===== src/rtl/uart_tx_arbiter.sv =====
// Round-robin arbiter that lets NREQ byte requesters share one UART transmitter, a frame at a time.
// Latency: 1 cycle from IDLE request to ready; 1 cycle from accepted byte to TX_VALID; 1 byte/cycle sustained.
// Backpressure: the owner's REQ_READY follows ~out_full | TX_READY; all other requesters wait until the grant is released.
module uart_tx_arbiter #(
    parameter int NREQ   = 4,
    parameter int MAXLEN = 16
) (
    input  logic                CLK,
    input  logic                RST,
    input  logic [NREQ-1:0]     REQ_VALID,
    input  logic [8*NREQ-1:0]   REQ_DATA,
    input  logic [NREQ-1:0]     REQ_LAST,
    output logic [NREQ-1:0]     REQ_READY,
    output logic                TX_VALID,
    output logic [7:0]          TX_DATA,
    input  logic                TX_READY,
    output logic [NREQ-1:0]     GRANT,
    output logic                BUSY
);

    localparam int IW = (NREQ > 1) ? $clog2(NREQ) : 1;

    typedef enum logic {IDLE, LOCKED} state_t;

    state_t          state;
    logic [IW-1:0]   owner;
    logic [IW-1:0]   ptr;
    logic [IW-1:0]   pick;
    logic            pick_vld;
    logic [7:0]      cnt;
    logic [7:0]      cnt_nxt;
    logic [7:0]      out_dat;
    logic            out_full;
    logic            owner_vld;
    logic            owner_last;
    logic [7:0]      owner_dat;
    logic            owner_rdy;
    logic            xfer;
    logic            release_now;

    function automatic logic [IW-1:0] rr_idx(input logic [IW-1:0] base, input int k);
        return IW'((int'(base) + k) % NREQ);
    endfunction

    // Scan from the farthest candidate down so the nearest valid requester after ptr wins.
    always_comb begin
        pick     = ptr;
        pick_vld = 1'b0;
        for (int k = NREQ; k >= 1; k--) begin
            if (REQ_VALID[rr_idx(ptr, k)]) begin
                pick     = rr_idx(ptr, k);
                pick_vld = 1'b1;
            end
        end
    end

    assign owner_vld   = REQ_VALID[owner];
    assign owner_last  = REQ_LAST[owner];
    assign owner_dat   = REQ_DATA[{owner, 3'b000} +: 8];
    assign owner_rdy   = (state == LOCKED) && (!out_full || TX_READY);
    assign xfer        = owner_rdy && owner_vld;
    assign cnt_nxt     = cnt + 8'd1;
    assign release_now = xfer && (owner_last || (cnt_nxt == 8'(MAXLEN)));

    always_comb begin
        REQ_READY = '0;
        if (owner_rdy) begin
            REQ_READY[owner] = 1'b1;
        end
    end

    always_ff @(posedge CLK or posedge RST) begin
        if (RST) begin
            state    <= IDLE;
            owner    <= '0;
            ptr      <= IW'(NREQ - 1);
            cnt      <= 8'd0;
            GRANT    <= '0;
            out_full <= 1'b0;
            out_dat  <= 8'h00;
        end else begin
            case (state)
                IDLE: begin
                    if (pick_vld) begin
                        state <= LOCKED;
                        owner <= pick;
                        GRANT <= NREQ'(1) << pick;
                        cnt   <= 8'd0;
                    end
                end
                LOCKED: begin
                    if (xfer) begin
                        cnt <= cnt_nxt;
                    end
                    if (release_now) begin
                        state <= IDLE;
                        GRANT <= '0;
                        ptr   <= owner;
                    end
                end
                default: state <= IDLE;
            endcase

            // Load and drain in the same cycle keeps the register full, so there is no bubble.
            if (xfer) begin
                out_full <= 1'b1;
                out_dat  <= owner_dat;
            end else if (TX_READY) begin
                out_full <= 1'b0;
            end
        end
    end

    assign TX_VALID = out_full;
    assign TX_DATA  = out_dat;
    assign BUSY     = (state == LOCKED) || out_full;

endmodule


===== config.mk =====
export PLATFORM = sky130hd
export DESIGN_NAME = uart_tx_arbiter
export DESIGN_NICKNAME = d
export VERILOG_FILES = /design/src/rtl/uart_tx_arbiter.sv
export SDC_FILE = /design/constraint.sdc
export NUM_CORES = 1
export LEC_CHECK = 0
export CAP_MARGIN = 20
export CORE_MARGIN = 3
export CORE_UTILIZATION = 45
export CTS_CLUSTER_SIZE = 10
export DETAILED_ROUTE_END_ITERATION = 8
export PLACE_DENSITY_LB_ADDON = 0.1
export SLEW_MARGIN = 5
export SYNTH_ARGS = -nofsm -noshare
export SYNTH_HDL_FRONTEND = slang
export SYNTH_SLANG_ARGS = --single-unit
export TNS_END_PERCENT = 50

===== constraint.sdc =====
create_clock -name CLK -period 3.72 [get_ports CLK]
set_input_delay 0.558 -clock CLK [delete_from_list [all_inputs] [get_ports CLK]]
set_output_delay 0.558 -clock CLK [all_outputs]
set_load 0.02 [all_outputs]

# After elaboration in Yosys (flattened, before gate mapping)
# Index checks and enable logic that the tools add are counted.
dict set report word_totals {
  ff_bits 26
  in_bits 43
  output_inout_bits 18
}
dict set report classes {
  add_sub_neg 5
  order_cmp 6
  n_eq_ne 4
  shifts 2
  mux 34
  n_bitwise 1
  n_reduce_logical 13
}
# op n
set ops {}
lappend ops {{$shiftx 32x6->8} 1}
lappend ops {{$mux 8} 2}
lappend ops {{$pmux 8 s2} 1}
lappend ops {{$lt 2x3->1 const B} 5}
lappend ops {{$mux 1} 15}
lappend ops {{$bmux 1 s2} 6}
lappend ops {{$mux 4} 3}
lappend ops {{$add 8x1->8 const B} 1}
lappend ops {{$eq 8x5->1 const B} 1}
lappend ops {{$mux 2} 4}
lappend ops {{$pmux 4 s2} 1}
lappend ops {{$reduce_and 2->1} 4}
lappend ops {{$add 2x1->2 const B} 2}
lappend ops {{$add 2x2->2 const B} 2}
lappend ops {{$logic_and 1x1->1} 4}
lappend ops {{$ne 2x1->1 const B} 2}
lappend ops {{$shl 1x2->4 const A} 1}
lappend ops {{$logic_or 1x1->1} 3}
lappend ops {{$demux 1 s2} 1}
lappend ops {{$ge 2x1->1 const B} 1}
lappend ops {{$ne 2x2->1 const B} 1}
lappend ops {{$pmux 1 s2} 1}
lappend ops {{$reduce_bool 2->1} 1}
lappend ops {{$logic_not 1->1} 1}
lappend ops {{$not 1->1} 1}

# Depth between registers and ports, before layout
# Gate-level depths: netlist (run 1).
dict set report logic_depth {
  depth_word 10
  ltp_mapped 7
  depth_no_buf 5
}

# Least setup slack after synthesis (run 1)
# Ideal clock, no wire load.
dict set report synth_timing {
  path_kind {register -> output}
  from {register owner[1]}
  to {output port REQ_READY[2]}
  t_arrival_ns 1.355
  t_required_ns 3.162
  path_slack_ns 1.807
  stages_incl_launch_ff 5
  n_path_buf 2
  path_cell_list {dfrtp_1 > buf_2 > buf_1 > inv_1 > nor3_1}
}
dict set report synth_via {
  elab_chain_len 5
}
# item line
set synth_lines {}
lappend synth_lines {{from (decl)} 26} ;# logic [IW-1:0] owner;
lappend synth_lines {{from (signal assigned)} 86} ;# owner <= pick;
lappend synth_lines {{$lt 2x3->1 (not written as such) or $ge 2x1->1 (tied branches)} 68} ;# REQ_READY[owner] = 1'b1;
lappend synth_lines {{$logic_and 1x1->1 (not written as such)} 68}
lappend synth_lines {{$mux 1 (not written as such)} 68}
lappend synth_lines {{$demux 1 s2 *} 68}
lappend synth_lines {{$mux 4 *} 67} ;# if (owner_rdy) begin
lappend synth_lines {{to (decl)} 13} ;# output logic [NREQ-1:0] REQ_READY,
# Mark *: on every way between the ends. The rest lies on a longest branch, timed or not.

# Final worst setup path (run 1)
dict set report layout_timing {
  from {input port TX_READY}
  to {output port REQ_READY[1]}
}
dict set report layout_via {
  elab_chain_len 3
}
# item line
set layout_lines {}
lappend layout_lines {{from (decl)} 16} ;# input logic TX_READY,
lappend layout_lines {{$logic_or 1x1->1} 60} ;# assign owner_rdy = (state == LOCKED) && (!out_full || TX_READY);
lappend layout_lines {{$logic_and 1x1->1} 60}
lappend layout_lines {{$mux 4} 67}
# Every way passes these cells.

==> metrics list, run 1 <==
* Outcome: completed
* Hold bufs inserted after CTS: 0
- The congestion estimate from routability-driven global placement came to 0.820.
- Wires add up to ~3900 µm.
- Pint: 957 µW
* Tightest Pin Transition: 0.993 ns
* DR vias/cell: 5.56
- Entering global routing, the biggest net connects 27 pins.
- Leading register cell type out of synthesis: dfrtp_1
- At the end of the flow, the number of nets in the layout was around 240.
- The floorplan step defined a die boundary enclosing about 0.0042 mm².
- Cell accounting for the most synthesized area: dfrtp_1
- The clock network is responsible for 12.2% of the overall power.
* Number of setup violations in the final report: 0
- I/O Pins: 61
* Number of clock buffers inserted by TritonCTS: 3
- Number of antenna violations at the first check in global routing: 0
* Final Slew Violations: 0
* Post-synth net total: 185
* GRT Util Overall: 20.4%
* Number of clock sinks: 26
- Worst vdd rail ir drop: 426 µV
- Counting every instance in the synthesized netlist gives approximately 140.
* Count of unresolved DRC violations after routing: 0
- For the worst setup path, the data arrival time is about 2.2 ns.
- The number of global-route vias before repair was ~1,400.
- For this run, the top clock speed supported by timing is 0.361 GHz.
* Combinational share of power: 53.1%
* Layout Area Growth over Synthesis: 43.7%
- Fraction of power consumed by sequential logic: 34.7%
* Remaining global-route overflow: 0
* Post-DP HPWL: 3000 µm
- MaxCap Viol Count: 0
- For the final routed database, the setup TNS stands at 0 ns.
- Final ANT Viol Nets: 0
* CTS tree: yes
- Post-placement cell area: 0.00217 mm²
* Starting Density: between 40% and 50%
* Die Wd: 64.6 µm
- Required time of the critical path: 3.16 ns
- Post-layout worst setup margin: 0.950 ns
- The min-delay analysis places its worst path in the category reg -> reg.
* Yosys warns: 0
- Fraction of final layout cells sized beyond drive strength 1: 15.7%
- Drt initial violations: 30
* Final design area excluding fillers: 0.00222 mm²
- Power spread over the standard cell area amounts to ~700 mW/mm².
* Period Utilization, post-route: 74.5%
* Number of antenna diodes: 0
- Gates resized, CTS repair: 0
- The worst setup path is launched from an input pin.
- Final critical path time including I/O delays and setup: 2.77 ns
- Routed wirelength normalized by instance count: about 16 µm
* Global-route wire length before repair: 6750 µm
- In the post-synthesis netlist, the cell with the most instances is dfrtp_1.
- Clock tree synthesis selected as its root buffer the cell clkbuf_4.
- RSZ-0062 raised after global routing: no
- Core Footprint: between 0.003 and 0.004 mm²
- In this run switching power makes up about two fifths of total power.
* Static Leakage: 0.000881 µW
- Hold violation total from the final report: 0
* Count of unique library cells instantiated by Yosys: 38
- The synthesized netlist occupies a cell area of ~0.0015 mm².
- In the synthesized netlist the async set-or-reset flop fraction comes to 100%.
- Post-CTS timing repair inserted 0 buffers for setup.
- Input and output buffers added on the ports amount to 60.
- The later pin in the worst-skew pair is clocked with a latency of 0.32 ns.
- Type of destination of the critical path: output pin
* Total number of vias: ~1,300
- After synthesis, flip-flops and latches occupy 42.2% of the total area.
- Flop and latch count out of synthesis: 26
- After clock tree synthesis, the clock-pin slew on the worst setup and hold paths is 0.13 ns.
- The worst register-to-register path has a setup slack of 1.47 ns.
- The share of synthesized area in the top cell type comes to 38.8%.
* Number of H-tree branching levels: 1
- Number of synthesized flops with an enable pin: 0
- Critical setup path kind: in -> out
- Along the worst path, the maximum fanout reaches 6.
- For this design the total switching power over the nets is roughly 600 µW.
- Number of iterations in the first detailed-routing pass: 4
- Num rows: 20
* Worst slew margin: 33.7%
* Worst-case clock skew: ~0.006 ns
- Buffer depth of the longest clock path: 2
- Vertical die dimension: approximately 65 µm
- Ranked by instance count, the synthesized netlist is headed by dfrtp_1, o21ai_0, nand2_1.
* Worst-case setup slack after placement: 0.932 ns
- Biggest area contributors in the synthesized netlist: dfrtp_1, mux4_2, mux2_2, o21ai_0, dfstp_2
- Avg Inst Size Synth: 11.0 µm²
-- worst max-delay path, cell delays in order --
cell	delay, ns
clkdlybuf4s50_1	0.45
nand2b_1	0.29
nand3_1	0.14
nor2_1	0.14
clkdlybuf4s50_1	0.63
-- worst paths after layout --
kind / from / end / cells past startpoint
worst max-delay path: TX_READY / REQ_READY[1] / 5
worst min-delay path: TX_DATA[5]$_DFFE_PP0P_ / TX_DATA[5]$_DFFE_PP0P_ / 1
worst max register to register: owner[0]$_DFFE_PP0P_ / ptr[0]$_DFFE_PP1P_ / 4
worst min register to register: TX_DATA[5]$_DFFE_PP0P_ / TX_DATA[5]$_DFFE_PP0P_ / 1
max in group asynchronous: RST / cnt[4]$_DFFE_PP0P_ / 2
min in group asynchronous: RST / cnt[0]$_DFFE_PP0P_ / 2
-- area by class of cell --
type                       instances  area (µm²)
clock buffer                       3        22.5
clock inverter                     1        30.0
fill                             247         953
inverter                           5        18.8
multi-input combinational        101         837
sequential                        26         653
tap                               44        55.1
timing repair buffer              61         608
-- flip-flops by register name, indices dropped and copies added, names as in the netlist --
name	cells
owner	2
GRANT	4
TX_VALID	1
TX_DATA	8
state	1
cnt	8
ptr	2
-- power groups by stage --
stage	Sequential, µW	Clock [µW]	Combinational [µW]
floorplan	545	0	527
global placement	543	0	813
detailed placement	553	0	836
CTS	547	196	840
global route	570	209	904
finish	541	190	829
-- cell usage in the layout (no fill, tap or decap), drive strengths merged --
cell,Yosys,final
clkbuf,3,3
clkdlybuf4s50,0,60
o31ai,3,3
o32ai,1,1
and3,1,1
nand3,5,5
ha,1,1
mux2i,1,1
a21oi,3,3
and2,1,1
nand2b,4,4
inv,5,5
nand3b,3,3
nand2,14,14
or2,1,1
a211o,1,1
nor3b,1,1
mux4,10,10
nor3,4,4
a21o,2,2
xor2,1,1
dfrtp,24,24
mux2,10,10
nand4,4,4
and4,1,1
buf,6,1
a31oi,2,2
o21ai,15,15
nor2,6,6
dfstp,2,2
nand4b,1,1
o41ai,1,1
a221o,1,1
bufinv,0,1
nor2b,2,2
xnor2,1,1
-- per-layer routing --
layer / GRT usage, % / vias up / wire length [µm] / part of all wire [%]
met2: 36.6 / 47 / 2080 / 53
met5: 0 / - / 0 / 0
met1: 24.5 / 660 / 1550 / 40
met4: 3.43 / 0 / 23 / 0.59
met3: 5.72 / 2 / 249 / 6.4
li1: - / 632 / - / -
-- logic make-up (layout without fill, tap and decap cells) --
kind of cell    count (synthesis)  count (layout)  synth area share, %
compound gates                 29              29                 12.1
flops                          26              26                 42.2
buf+inv                        14              70                 3.72
mux                            21              21                 23.0
simple gates                   48              48                 17.1
fa+ha+maj                       1               1                0.808
xor+xnor                        2               2                 1.13
-- metrics by stage --
stage | total power [µW] | std cells | hold slack, ns | utilization [%]
2_1_floorplan | 1070 | 141 | 0.488 | -
3_3_place_gp | 1360 | 237 | 0.489 | 68.3
3_5_place_dp | 1390 | 237 | 0.492 | 68.3
4_1_cts | 1580 | 241 | 0.523 | 70.0
5_1_grt | 1680 | 241 | 0.535 | 70.0
6_report | 1560 | 241 | 0.520 | 70.0
Note: power is estimated with default switching activity, not from simulation.
==> run 2: changes to the inputs <==
--- a/config.mk
+++ b/config.mk
@@ -7,7 +7,7 @@
 export LEC_CHECK = 0
 export CAP_MARGIN = 20
 export CORE_MARGIN = 3
-export CORE_UTILIZATION = 45
+export CORE_UTILIZATION = 39
 export CTS_CLUSTER_SIZE = 10
 export DETAILED_ROUTE_END_ITERATION = 8
 export PLACE_DENSITY_LB_ADDON = 0.1
==> constraint.sdc (replaced) <==
create_clock -name CLK -period 2.3 [get_ports CLK]
set_input_delay 0.345 -clock CLK [delete_from_list [all_inputs] [get_ports CLK]]
set_output_delay 0.345 -clock CLK [all_outputs]
set_load 0.02 [all_outputs]
==> metrics list, run 2 (same netlist as run 1, synthesis figures left out) <==
* CP max stage cell: clkdlybuf4s50_1
* Type of destination of the critical path: output pin
* Static Leakage: 0.000958 µW (+8.7%)
* Maximum fanout encountered on the critical timing path: 3 (-3)
- Most used cell along the critical path: clkdlybuf4s50_1
- Number of clock buffers inserted by TritonCTS: 3 (unchanged)
* Clock Root Buffer: clkbuf_8
* Required time of the critical path: 1.96 ns (-1.20 ns)
* Layout Area Growth over Synthesis: 50.8%
- The weighted congestion reported at the end of routability-driven placement came to 0.748 (-8.8%).
- Worst slew margin: 67.9% (+34 points)
* Type of origin of the critical path: input pin
- Routed wirelength normalized by instance count: 16.3 µm (+0.68%)
* Hold bufs inserted after CTS: 0 (unchanged)
- Period Utilization, post-route: 95.0%
- The detail-routed via count per cell came to 5.42 (-2.6%).
- Peak clock frequency supported by timing: between 0.4 and 0.5 GHz
- The remaining design rule violation count was 0 (unchanged).
* Peak per-stage delay on the critical path: 0.63 ns (about the same)
- The actual transition at the worst max-transition pin was 0.478 ns (-0.516 ns).
* MaxCap Viol Count: 0 (unchanged)
- The library cells used most frequently in the layout, excluding fill and tap cells, are clkdlybuf4s50_1, dfrtp_1, o21ai_0.
- The clock sink total came to 26 (unchanged).
- The buffers inserted during post-CTS setup optimization is 0 (unchanged).
- Pin count of the biggest net entering global routing: 27 (unchanged)
* Worst path cell trace: clkdlybuf4s50_1, nand2b_1, nand2_1, nor3_1, clkdlybuf4s50_1
* Area of the die: 0.00476 mm² (+14%)
- Kind of path behind the tightest hold check: in -> async
- Final nets: 253 (+4.5%)
* Vias in the first global route: 1,415 (+2.2%)
- Fraction of final layout cells sized beyond drive strength 1: 20.7% (+4.9 points)
* Final routed wirelength across all metal layers: 4170 µm (+6.9%)
* Number of setup violations in the final report: 0 (unchanged)
- The number of buffers added on ports is 60 (unchanged).
* Core Footprint: 0.00374 mm² (+18%)
- Vertical die dimension: 69.0 µm (+6.7%)
- Number of iterations in the first detailed-routing pass: 5 (+1)
* Remaining global-route overflow: 0 (unchanged)
* Kind of cell adding the most delay to the critical path: buffers and inverters
- Number of antenna diodes: 0 (unchanged)
- Tot Pwr: 2700 µW (+73%)
* Data arrival time of the critical path: 1.84 ns (-0.37 ns)
- Number of H-tree branching levels: 1 (unchanged)
- I/O Pins: 61 (unchanged)
- The sum of buffers and inverters on the critical path came to 2 (unchanged).
- Number of antenna violations at the first check in global routing: 0 (unchanged)
- Total number of vias: 1,387 (+3.4%)
* Num rows: 22 (+10%)
- The summed negative setup slack over all endpoints was 0 ns (unchanged).
- The run finished with clean final reports.
- Starting Density: 41.3% (-7.4 points)
* Final Slew Violations: 0 (unchanged)
- Global-route wire length before repair: 6500 µm (-3.7%)
* CTS tree: yes
- The number of gates resized after CTS came to 0 (unchanged).
* RSZ-0062 raised after global routing: no
- Drt initial violations: 50 (+67%)
* Commonest non-fill, non-tap cell in the layout: clkdlybuf4s50_1
- Critical setup path kind: in -> out
* Worst vdd rail ir drop: 612 µV (+44%)
- The maximum clock insertion buffer count was 2 (unchanged).
* Worst-case clock skew: 0.000867 ns (-0.00515 ns)
- Clock-pin slew reported for the worst setup and hold paths after clock tree synthesis: 0.09 ns (-0.04 ns)
- The combined global-route utilization of all metal layers was 18.5% (-1.9 points).
- Post-DP HPWL: 3240 µm (+8.2%)
- P per Cell Area: 1160 mW/mm² (+65%)
- Subtracting the final worst setup slack from the clock period gives 2.18 ns.
- The antenna violation net count after detailed routing is 0 (unchanged).
* Die Wd: 69.0 µm (+6.7%)
- Hold violation total from the final report: 0 (unchanged)
* Clock network latency to the later pin of the worst-skew pair: 0.27 ns (-0.05 ns)
run 2: cell types whose count changed in the layout (fill, tap and decap cells not counted), sizes merged:
| cell | change |
|---|---|
| buf | +11 |
| clkdlybuf4s50 | -1 |
| dlymetal6s2s | +1 |
run 2: where the power goes:
group          switching [µW]  internal (µW)
registers                 177            646
clock network             153            233
logic                     692            799
run 2: path summary, 6_finish.rpt:
path | endpoint | depth (start not counted) | slack [ns] | from
min in group CLK | TX_DATA[7]$_DFFE_PP0P_ | 1 | 0.51 | TX_DATA[7]$_DFFE_PP0P_
max reg2reg | ptr[0]$_DFFE_PP1P_ | 5 | 0.30 | cnt[3]$_DFFE_PP0P_
min reg2reg | TX_DATA[7]$_DFFE_PP0P_ | 1 | 0.51 | TX_DATA[7]$_DFFE_PP0P_
max in group asynchronous | ptr[0]$_DFFE_PP1P_ | 3 | 1.57 | RST
max | REQ_READY[0] | 5 | 0.12 | TX_READY
min | TX_DATA[7]$_DFFE_PP0P_ | 3 | 0.43 | RST
run 2: layer usage:
layer / track usage (%) / share of wire, %
met2: 32.4 / 50
met4: 4.87 / 0.89
met3: 3.89 / 8.5
met1: 23.0 / 41
met5: 0 / 0
run 2: stage by stage:
| step | cells | area (µm²) | hold slack (ns) | worst slack, ns | util, % |
|---|---|---|---|---|---|
| floorplan | 141 | 1550 | 0.384 | 0.416 | - |
| global placement | 252 | 2260 | 0.489 | 0.118 | 60.4 |
| detailed placement | 252 | 2260 | 0.493 | 0.0516 | 60.4 |
| CTS | 256 | 2330 | 0.453 | 0.0599 | 62.3 |
| global route | 256 | 2330 | 0.481 | 0.0505 | 62.4 |
| finish | 256 | 2330 | 0.429 | 0.116 | 62.4 |
run 2: worst min-delay path: stages:
cell and delay (ns):
clkdlybuf4s50_1 0.40, inv_1 0.06, buf_4 0.31
run 2: area by class of cell:
class / instances / area [µm²]
repair buffers: 72 / 693
clock buffers: 3 / 41.3
fillers: 324 / 1410
multi-input cells: 101 / 837
inverters: 5 / 18.8
flip-flops and latches: 26 / 654
clock inverters: 1 / 30.0
well taps: 48 / 60.1
==> run 3: changes to the inputs <==
--- a/config.mk
+++ b/config.mk
@@ -5,12 +5,14 @@
 export SDC_FILE = /design/constraint.sdc
 export NUM_CORES = 1
 export LEC_CHECK = 0
+export ABC_AREA = 1
 export CAP_MARGIN = 20
 export CORE_MARGIN = 3
-export CORE_UTILIZATION = 39
+export CORE_UTILIZATION = 41
 export CTS_CLUSTER_SIZE = 10
 export DETAILED_ROUTE_END_ITERATION = 8
-export PLACE_DENSITY_LB_ADDON = 0.1
+export MAX_ROUTING_LAYER = met4
+export PLACE_DENSITY = 0.76
 export SLEW_MARGIN = 5
 export SYNTH_ARGS = -nofsm -noshare
 export SYNTH_HDL_FRONTEND = slang
==> metrics list, run 3 <==
- GP Congestion: 0.825 (+10%)
- The highest metal layer carrying signal wires in the routed design is met4.
* Maximum fanout encountered on the critical timing path: 5 (+2)
- XOR/XNOR share of the synthesized area: 0% (-1.1 points)
* Routed length on met2: 2070 µm (-0.67%)
- The average cell area after synthesis is 7.59 µm² (-31%).
- The final period demand of the worst path came to 2.15 ns (-0.0374 ns).
* Static Leakage: 0.00110 µW (+15%)
- Worst hold-check slack: 0.427 ns (-0.00177 ns)
- Period Utilization, post-route: 93.3% (-1.6 points)
* Synth top cells by count: nand2_1, nand3_1, dfrtp_1, inv_1, nor2_1
- The share of synthesized flip-flops with an asynchronous set or reset is 100% (unchanged).
- Clock-pin slew reported for the worst setup and hold paths after clock tree synthesis: 0.09 ns (about the same)
- The power per cell area came to 1260 mW/mm² (+9.3%).
- Final design area excluding fillers: 0.00250 mm² (+7.2%)
- The number of buffers created by CTS is 3 (unchanged).
- CTS tree: yes
- The post-cts hold buffer count is 0 (unchanged).
- Num rows: 23 (+4.5%)
- Number of setup violations in the final report: 0 (unchanged)
- In the layout the commonest cells are nand2_1, clkdlybuf4s50_1, nand3_1.
- The library cell used most frequently in the layout, excluding fill and tap cells, is nand2_1.
* Critical setup path kind: in -> out
- Post-layout worst setup margin: 0.153 ns (+0.0374 ns)
- The total wire length after detailed routing was 4460 µm (+6.8%).
- Number of clock sinks: 26 (unchanged)
- CP max stage cell: clkdlybuf4s50_1
* GRT Util Overall: 18.8% (+0.34 points)
- The violation count after the first detailed-routing iteration came to 104 (+110%).
- Final Slew Violations: 0 (unchanged)
- Biggest area contributors in the synthesized netlist: dfrtp_1, nand2_1, nand3_1, a41oi_2, inv_1
* Flop and latch count out of synthesis: 26 (unchanged)
* Register area share after synthesis: 36.9% (-5.3 points)
* Data arrival time of the critical path: 1.80 ns (-0.04 ns)
- Hold violation total from the final report: 0 (unchanged)
- The count of vias placed by the detailed router was 1,782 (+28%).
- The post-synthesis cell type count is 29 (-24%).
- Cell with the most instances after synthesis: nand2_1
- Leading register cell type out of synthesis: dfrtp_1
* Layout Area Growth over Synthesis: 41.4%
- Peak per-stage delay on the critical path: 0.61 ns (-0.02 ns)
* Worst vdd rail ir drop: 566 µV (-7.4%)
- Final ANT Viol Nets: 0 (unchanged)
- Mapped cell area: 0.00177 mm² (+14%)
- The top achievable clock speed was 0.466 GHz (+1.7%).
- The post-DP HPWL is 3520 µm (+8.5%).
- Synthesized netlist cell count: 233 (+65%)
- The pin count of the biggest net entering global routing came to 27 (unchanged).
- Kind of path behind the tightest hold check: in -> async
* Vias in the first global route: 1,697 (+20%)
- Clock network latency to the later pin of the worst-skew pair: 0.27 ns (about the same)
- The area share of and/or/nand/nor cells after synthesis was 34.4% (+17 points).
- The number of antenna violations at the first check in global routing was 0 (unchanged).
- The iteration count of the initial detailed-routing pass is 4 (-1).
* MaxCap Viol Count: 0 (unchanged)
* Type of origin of the critical path: input pin
- The utilization of the core after routing came to 61.2% (-1.1 points).
- Final-layout fill cell count: 398 (+23%)
- Met3 wire len: 234 µm (-34%)
- Vertical die dimension: 71.7 µm (+3.9%)
- Number of H-tree branching levels: 1 (unchanged)
- The remaining max-slew budget at the tightest pin is 69.6% (+1.7 points).
- Setup crit start: TX_READY
- Number of synthesized flops with an enable pin: 0 (unchanged)
- The proportion of netlist area held by the largest area contributor was 33.9% (-4.9 points).
* Worst-case setup slack after placement: 0.157 ns (+0.106 ns)
- The worst clock skew came to 0.00320 ns (+0.00234 ns).
* Clock Root Buffer: clkbuf_8
* Required time of the critical path: 1.96 ns (about the same)
* Count of unresolved DRC violations after routing: 0 (unchanged)
- The footprint of the multi-input gates was 963 µm² (+15%).
* Die Wd: 71.7 µm (+3.9%)
- Setup Fix Bufs, Post-CTS: 0 (unchanged)
- Count of input and output buffers: 60 (unchanged)
* Remaining global-route overflow: 0 (unchanged)
* Tightest Pin Transition: 0.455 ns (-0.0230 ns)
- Fin Setup TNS: 0 ns (unchanged)
* FF-to-FF Start: ptr[0]$_DFFE_PP1P_
- Post-placement cell area: 0.00245 mm² (+8.3%)
- The number of warning messages in the yosys log was 0 (unchanged).
* Type of destination of the critical path: output pin
- The starting density of the core came to 43.3% (+2.0 points).
- Met1 Wirelength: 2110 µm (+24%)
- The share of cells above drive strength 1 was 12.5% (-8.2 points).
- The overall die area came to 0.00514 mm² (+8.0%).
* DR vias/cell: 5.14 (-5.2%)
- The flow ran to the end, and the final reports show no timing, DRC or antenna violations.
- The multiplexer fraction of the synthesized cell area came to 0% (-23 points).
- By area, the combinational part of the netlist is dominated by simple AND/OR/NAND/NOR gates.
- Cell accounting for the most synthesized area: dfrtp_1
- Worst path cell trace: clkdlybuf4s50_1, o21ai_1, buf_4, nor2_1, clkdlybuf4s50_1
* Post-synth net total: 277 (+50%)
- The detailed-route wire length per cell came to 12.8 µm (-21%).
* Core Footprint: 0.00409 mm² (+9.2%)
- I/O Pins: 61 (unchanged)
- Reg area: 654 µm² (unchanged)
* Most used cell along the critical path: clkdlybuf4s50_1
- Buffer depth of the longest clock path: 2 (unchanged)
* Global-route wire length before repair: 7730 µm (+19%)
- Setup repair after global routing left no endpoint under its margin.
* Final nets: 342 (+35%)
* Synthesized-area fraction occupied by ao, oa, aoi and oai cells: 19.4% (+7.3 points)
- The final antenna diode count is 0 (unchanged).
- Post-synthesis adder-cell area fraction: 0.707% (-0.10 points)
==> run 3: cell count changes after synthesis, moves of 4 or more <==
cell	before	now
a41oi_2	0	8
nand2b_1	4	0
inv_1	5	24
nor2_1	6	18
nand3_1	4	35
mux2_2	8	0
nand2_1	14	65
o21ai_0	15	6
mux4_2	10	0
nor2_2	0	6
a22oi_1	0	8
nor3_1	4	0
o21ai_1	0	7
==> run 3: stage by stage <==
| stage | std cells | total power, µW |
|---|---|---|
| 2_1_floorplan | 233 | 2220 |
| 3_3_place_gp | 343 | 2840 |
| 3_5_place_dp | 343 | 2880 |
| 4_1_cts | 347 | 3180 |
| 5_1_grt | 347 | 3450 |
| 6_report | 347 | 3160 |
==> run 3: cell families after synthesis <==
group,after synthesis
compound gates,41
fa+ha+maj,1
buf+inv,33
flops,26
simple gates,132
==> run 3: layout make-up <==
type / instances / area share, %
tap: 50 / 2.50
clock buffer: 4 / 2.20
timing repair buffer: 68 / 26.9
inverter: 25 / 3.75
sequential: 26 / 26.2
multi-input combinational: 174 / 38.5
==> run 3: final timing paths <==
kind / end / slack (ns) / cells past startpoint
hold reg to reg: GRANT[0]$_DFFE_PP0P_ / 0.52 / 2
setup reg to reg: GRANT[3]$_DFFE_PP0P_ / 0.47 / 8
min in group CLK: GRANT[0]$_DFFE_PP0P_ / 0.52 / 2
setup / recovery: REQ_READY[2] / 0.15 / 5
max in group asynchronous: ptr[0]$_DFFE_PP1P_ / 1.58 / 3
hold / removal: TX_DATA[2]$_DFFE_PP0P_ / 0.43 / 3
==> run 3: what timing repair did <==
item / CTS / global route
hold endpoints to repair: 0 / 0
resized for setup: 0 / 1
setup endpoints to repair: 0 / 2
==> run 3: layer usage <==
metal | up-vias | track usage (%)
li1 | 918 | -
met1 | 803 | 25.7
met2 | 54 | 29.8
met3 | 7 | 2.81
met4 | 0 | 4.18
met5 | - | -
==> run 3: power by group <==
part           switching [µW]  internal (µW)
combinational            1180            851
sequential                182            655
clock                     141            153
total                    1500           1660
==> run 3: critical path, delay by kind of cell <==
family,cells,cell delay (ns)
simple gates,1,0.10
compound gates,1,0.08
buf+inv,3,1.26
